### src/rtl/ram_dp_pkg.sv
// rtl/ram_dp_pkg.sv - shared widths, RAM depth and op encoding for the dual-port RAM access controller
package ram_dp_pkg;
  localparam int   DW_DEF    = 8;
  localparam int   AW_DEF    = 6;
  localparam int   RAM_DEPTH = 2 ** AW_DEF;
  localparam logic OP_RD     = 1'b0;
  localparam logic OP_WR     = 1'b1;
endpackage

### src/rtl/ram_dp_conflict_arb.sv
// rtl/ram_dp_conflict_arb.sv - same-address conflict detection; RAM_DP_ACCESS_CTRL_RR_ARB_EN adds a round-robin pointer
module ram_dp_conflict_arb
  import ram_dp_pkg::*;
#(
  parameter int AW = AW_DEF
) (
`ifdef RAM_DP_ACCESS_CTRL_RR_ARB_EN
  input  logic          clk,
  input  logic          rst_n,
`endif
  input  logic          req_a,
  input  logic          wr_a,
  input  logic [AW-1:0] addr_a,
  input  logic          req_b,
  input  logic          wr_b,
  input  logic [AW-1:0] addr_b,
  output logic          stall_a,
  output logic          stall_b
);

  logic conflict;

  // Two reads of one address are safe; any write to a shared address is not.
  assign conflict = req_a && req_b && (addr_a == addr_b) &&
                    ((wr_a == OP_WR) || (wr_b == OP_WR));

`ifdef RAM_DP_ACCESS_CTRL_RR_ARB_EN
  logic ptr_q;
  logic ptr_d;

  // ptr_q names the winner (0 = A); after a conflict it hands priority to the loser.
  always_comb begin
    ptr_d = ptr_q;
    if (conflict) ptr_d = ~ptr_q;
  end

  always_ff @(posedge clk or negedge rst_n) begin
    if (!rst_n) ptr_q <= 1'b0;
    else        ptr_q <= ptr_d;
  end

  assign stall_a = conflict && ptr_q;
  assign stall_b = conflict && !ptr_q;
`else
  assign stall_a = 1'b0;
  assign stall_b = conflict;
`endif

endmodule

### src/rtl/ram_dp_access_ctrl.sv
// rtl/ram_dp_access_ctrl.sv - two-client issue registers and read-valid pipelines for a true dual-port RAM; option RAM_DP_ACCESS_CTRL_RR_ARB_EN
module ram_dp_access_ctrl
  import ram_dp_pkg::*;
#(
  parameter int DW = DW_DEF,
  parameter int AW = AW_DEF
) (
  input  logic          clk,
  input  logic          rst_n,
  input  logic          req_a,
  input  logic          wr_a,
  input  logic [AW-1:0] addr_a,
  input  logic [DW-1:0] wdata_a,
  output logic          ack_a,
  output logic [DW-1:0] rdata_a,
  output logic          rvalid_a,
  input  logic          req_b,
  input  logic          wr_b,
  input  logic [AW-1:0] addr_b,
  input  logic [DW-1:0] wdata_b,
  output logic          ack_b,
  output logic [DW-1:0] rdata_b,
  output logic          rvalid_b,
  output logic [AW-1:0] ram_addr_a,
  output logic [DW-1:0] ram_data_a,
  output logic          ram_we_a,
  input  logic [DW-1:0] ram_q_a,
  output logic [AW-1:0] ram_addr_b,
  output logic [DW-1:0] ram_data_b,
  output logic          ram_we_b,
  input  logic [DW-1:0] ram_q_b
);

  logic          stall_a, stall_b;
  logic          acc_a, acc_b;
  logic          we_a_d, we_b_d, rd_a_d, rd_b_d;
  logic [AW-1:0] addr_a_q, addr_b_q;
  logic [DW-1:0] data_a_q, data_b_q;
  logic          we_a_q, we_b_q;
  logic          rd_a_q, rd_b_q;
  logic          rvalid_a_q, rvalid_b_q;

  ram_dp_conflict_arb #(.AW(AW)) u_arb (
`ifdef RAM_DP_ACCESS_CTRL_RR_ARB_EN
    .clk     (clk),
    .rst_n   (rst_n),
`endif
    .req_a   (req_a),
    .wr_a    (wr_a),
    .addr_a  (addr_a),
    .req_b   (req_b),
    .wr_b    (wr_b),
    .addr_b  (addr_b),
    .stall_a (stall_a),
    .stall_b (stall_b)
  );

  // Gating with rst_n keeps the handshake quiet while the array side is held in reset.
  assign ack_a  = req_a && !stall_a && rst_n;
  assign ack_b  = req_b && !stall_b && rst_n;
  assign acc_a  = req_a && ack_a;
  assign acc_b  = req_b && ack_b;
  assign we_a_d = acc_a && (wr_a == OP_WR);
  assign we_b_d = acc_b && (wr_b == OP_WR);
  assign rd_a_d = acc_a && (wr_a == OP_RD);
  assign rd_b_d = acc_b && (wr_b == OP_RD);

  // rd_x_q marks the cycle the RAM sees the address; rvalid_x_q the cycle its q is valid.
  always_ff @(posedge clk or negedge rst_n) begin
    if (!rst_n) begin
      addr_a_q   <= '0;
      data_a_q   <= '0;
      we_a_q     <= 1'b0;
      rd_a_q     <= 1'b0;
      rvalid_a_q <= 1'b0;
      addr_b_q   <= '0;
      data_b_q   <= '0;
      we_b_q     <= 1'b0;
      rd_b_q     <= 1'b0;
      rvalid_b_q <= 1'b0;
    end else begin
      we_a_q     <= we_a_d;
      rd_a_q     <= rd_a_d;
      rvalid_a_q <= rd_a_q;
      if (acc_a) begin
        addr_a_q <= addr_a;
        data_a_q <= wdata_a;
      end
      we_b_q     <= we_b_d;
      rd_b_q     <= rd_b_d;
      rvalid_b_q <= rd_b_q;
      if (acc_b) begin
        addr_b_q <= addr_b;
        data_b_q <= wdata_b;
      end
    end
  end

  assign ram_addr_a = addr_a_q;
  assign ram_data_a = data_a_q;
  assign ram_we_a   = we_a_q;
  assign ram_addr_b = addr_b_q;
  assign ram_data_b = data_b_q;
  assign ram_we_b   = we_b_q;
  assign rvalid_a   = rvalid_a_q;
  assign rvalid_b   = rvalid_b_q;
  assign rdata_a    = ram_q_a;
  assign rdata_b    = ram_q_b;

endmodule

### config.mk
export PLATFORM = sky130hd
export DESIGN_NAME = ram_dp_access_ctrl
export DESIGN_NICKNAME = d
export VERILOG_FILES = /design/src/rtl/ram_dp_pkg.sv /design/src/rtl/ram_dp_conflict_arb.sv /design/src/rtl/ram_dp_access_ctrl.sv
export SDC_FILE = /design/constraint.sdc
export NUM_CORES = 1
export LEC_CHECK = 0
export ABC_AREA = 1
export BUFFER_PORTS_ARGS = -buffer_cell sky130_fd_sc_hd__buf_2
export CORE_MARGIN = 2
export CORE_UTILIZATION = 38
export CTS_CLUSTER_DIAMETER = 150
export DETAILED_ROUTE_END_ITERATION = 6
export HOLD_SLACK_MARGIN = 0.1
export PLACE_DENSITY = 0.76
export SYNTH_ARGS = -nofsm -noshare
export SYNTH_HDL_FRONTEND = slang
export SYNTH_SLANG_ARGS = --single-unit
export TNS_END_PERCENT = 10
### constraint.sdc
create_clock -name clk -period 0.9 [get_ports clk]
set_input_delay 0.135 -clock clk [delete_from_list [all_inputs] [get_ports clk]]
set_output_delay 0.135 -clock clk [all_outputs]
set_load 0.01 [all_outputs]
==> flow_metrics.py <==
metrics = {
    "status": {
        "status": "finished with violations",
        "violations": "negative setup slack",
    },
    "floorplanning": {
        "core.rowCount": 23,
        "core_area_um2": 3943,
        "dieArea_um2": 4582,
        "initial_utilization": 0.3910,
        "die_y_um": 67.69,
        "die-width_um": 67.69,
        "io_pins": 100,
    },
    "timing": {
        "rsz0062_at_grt": "true",
        "fmax_mhz": 978.8,
        "finalSetupViolations": 43,
        "period_share": 1.135,
        "max_slew_margin": 0.7944,
        "fin_ws_ns": -0.1216,
        "fin_worst_skew_ns": 0.003896,
        "slew_violations": 0,
        "worstMarginPinSlew_ns": 0.3085,
        "fin_crit_ns": 1.022,
        "hold_violations": 0,
    },
    "placement": {
        "portBuffers": 67,
        "gp_congestion": 0.7802,
        "dp_hpwl_um": 2478,
        "pre_cts_ws_ns": -0.2784,
    },
    "setup_path": {
        "worstPathArrival_ns": 0.89,
        "critical_path.startpoint": "addr_b[1]",
        "start_kind": "input port",
        "setup.worst_path.end_class": "primary output",
        "crit_fanout": 2,
        "path_class": "in -> out",
        "required_ns": 0.76,
        "reg2reg_from": "ram_addr_a[4]",
        "rrSetupSlack_ns": 0.26,
        "r2r-end": "ram_addr_a[4]",
        "endpoint": "ack_b",
        "rr_worst_depth": 2,
    },
    "cells_and_area": {
        "multi_input_area_um2": 471.7,
        "finish.utilization": 0.5681,
        "layout-drive-gt1-share": 0.3593,
        "n_fill_cell": 352,
        "area_delta_synth_final_pct": 45.29,
        "diodes": 0,
        "fin_nets": 320,
        "seq_area_um2": 850.8,
    },
    "drt": {
        "drt-wirelength-per-cell_um": 11.11,
        "viasPerCell": 4.269,
        "wirelength_um": 3554,
        "drc_errors": 0,
        "detail-route-antenna-nets": 0,
        "drt_iter0_drc": 45,
        "drt_pass1_iterations": 4,
        "vias": 1366,
    },
    "synth": {
        "synth_area_per_cell_um2": 8.470,
        "yosys-top-cells-area": "dfrtp_1 55%, nand2_1 19%, buf_4 8.3%",
        "ys_warn_count": 0,
        "yosysSeqAreaShare": 0.5519,
        "syn_nets": 232,
        "ys_types": 16,
        "synth_top_area_frac": 0.5519,
        "synth_top_area_cell": "dfrtp_1",
        "synth_area_um2": 1541,
        "synthesis.instances": 182,
        "ys_ff_latch": 34,
    },
    "clocking": {
        "clockBufferDepth": 2,
        "clock-sinks": 34,
        "path_clk_slew_ns": 0.06,
        "clkLatencyLatePin_ns": 0.28,
        "cts_made_buffers": 5,
        "ctsRootBufferMaster": "clkbuf_8",
        "htree_levels": 2,
        "cts_tree": "yes",
    },
    "pwr": {
        "power.density_nw_per_um2": 1599,
        "ir_drop_mv": 0.9952,
        "power_leakage_uw": 0.001312,
    },
    "global_routing": {
        "grt_pass1_wl_um": 5444,
        "grt_max_degree": 26,
        "antenna_found_initial": 0,
        "grt_pass1_vias": 1246,
        "grt_remaining_overflow": 0,
        "grtUsageTotal": 0.1631,
    },
    "job": {
        "maxCapViolCount": 0,
    },
    "hold_path": {
        "hold_path_class": "in -> reg",
    },
}
-- final cells by class --
cell class | count | area share
flip-flops and latches | 34 | 0.3799
repair buffers | 102 | 0.3168
multi-input cells | 110 | 0.2106
clock buffers | 7 | 0.03408
inverters | 17 | 0.03073
well taps | 50 | 0.02793
-- cell usage in the layout (no fill, tap or decap), drive strengths merged --
master | netlist | layout
a21oi | 1 | 1
buf | 19 | 83
clkbuf | 2 | 7
clkinv | 1 | 2
dfrtp | 34 | 34
dlygate4sd3 | 0 | 19
inv | 16 | 15
nand2 | 80 | 80
nand3 | 14 | 14
nor2 | 9 | 9
o21ai | 6 | 6
-- critical path: stages --
cell and delay (ns):
buf_8 0.10, clkinv_4 0.03, nor2_1 0.03, nor2_1 0.08, nand2_1 0.07, nor2_2 0.15
nand2_4 0.08, nand2_8 0.06, inv_2 0.03, buf_6 0.10
-- kinds of logic after synthesis --
family                 share of synthesized area
DFF                                       0.5520
and+or+nand+nor                           0.2808
buffers and inverters                     0.1420
AOI/OAI and AO/OA                        0.02516
-- cell usage after synthesis --
cell type / instances
buf_2: 1
nor2_1: 7
buf_4: 17
inv_1: 15
buf_8: 1
nand2_8: 1
nand2_4: 1
nor2_2: 2
clkbuf_1: 2
o21ai_0: 6
nand3_1: 14
clkinv_1: 1
dfrtp_1: 34
a21oi_2: 1
inv_2: 1
nand2_1: 78
-- metrics by stage --
step	cell area (µm²)	power, µW	hold WS (ns)	std cells	TNS (ns)
5_1_grt	2240	3796	0.1002	320	-3.266
6_report	2240	3580	0.1086	320	-1.027
3_5_place_dp	1889	2490	0.1357	292	-4.173
3_3_place_gp	1889	2474	0.1327	292	-3.806
4_1_cts	2200	3590	0.1029	320	-1.518
2_1_floorplan	1545	2195	-0.1606	182	-0.3670
-- state kept, by name (all words and copies together) (netlist names) --
register	count
ram_data_a	8
rvalid_b	1
ram_addr_b	6
ram_data_b	8
rd_a_q	1
rd_b_q	1
rvalid_a	1
ram_addr_a	6
ram_we_b	1
ram_we_a	1
-- power by group --
group	total (µW)	internal (µW)	switching [µW]
logic	789	394	395
registers	1780	1700	83.0
clock network	1010	531	478
-- worst min-delay path by stage --
stage | startpoint | endpoint | slack, ns | depth (start not counted)
global placement | rst_n | ram_addr_a[0] | 0.13 | 2
global route | addr_a[1] | ram_addr_a[1] | 0.10 | 3
detailed placement | rst_n | ram_addr_a[0] | 0.14 | 2
finish | addr_a[1] | ram_addr_a[1] | 0.11 | 3
floorplan | rst_n | ram_addr_a[0] | -0.16 | 0
CTS | addr_a[1] | ram_addr_a[1] | 0.10 | 3
-- layer usage --
metal / up-vias / track usage / part of all wire
met5: - / 0 / 0
met4: 0 / 0.04592 / 0.0093
met3: 6 / 0.05167 / 0.081
met2: 53 / 0.2672 / 0.48
met1: 596 / 0.2063 / 0.43
li1: 711 / - / -
-- what timing repair did --
| action | in CTS | in global routing |
|---|---|---|
| hold buffers | 19 | 0 |
| pin swaps | 7 | 7 |
| endpoints found under the setup margin | 33 | 49 |
| resized for setup | 5 | 10 |
| endpoints found under the hold margin | 53 | 0 |
| setup buffers | 2 | 0 |
Power figures use the tool's default switching activity.
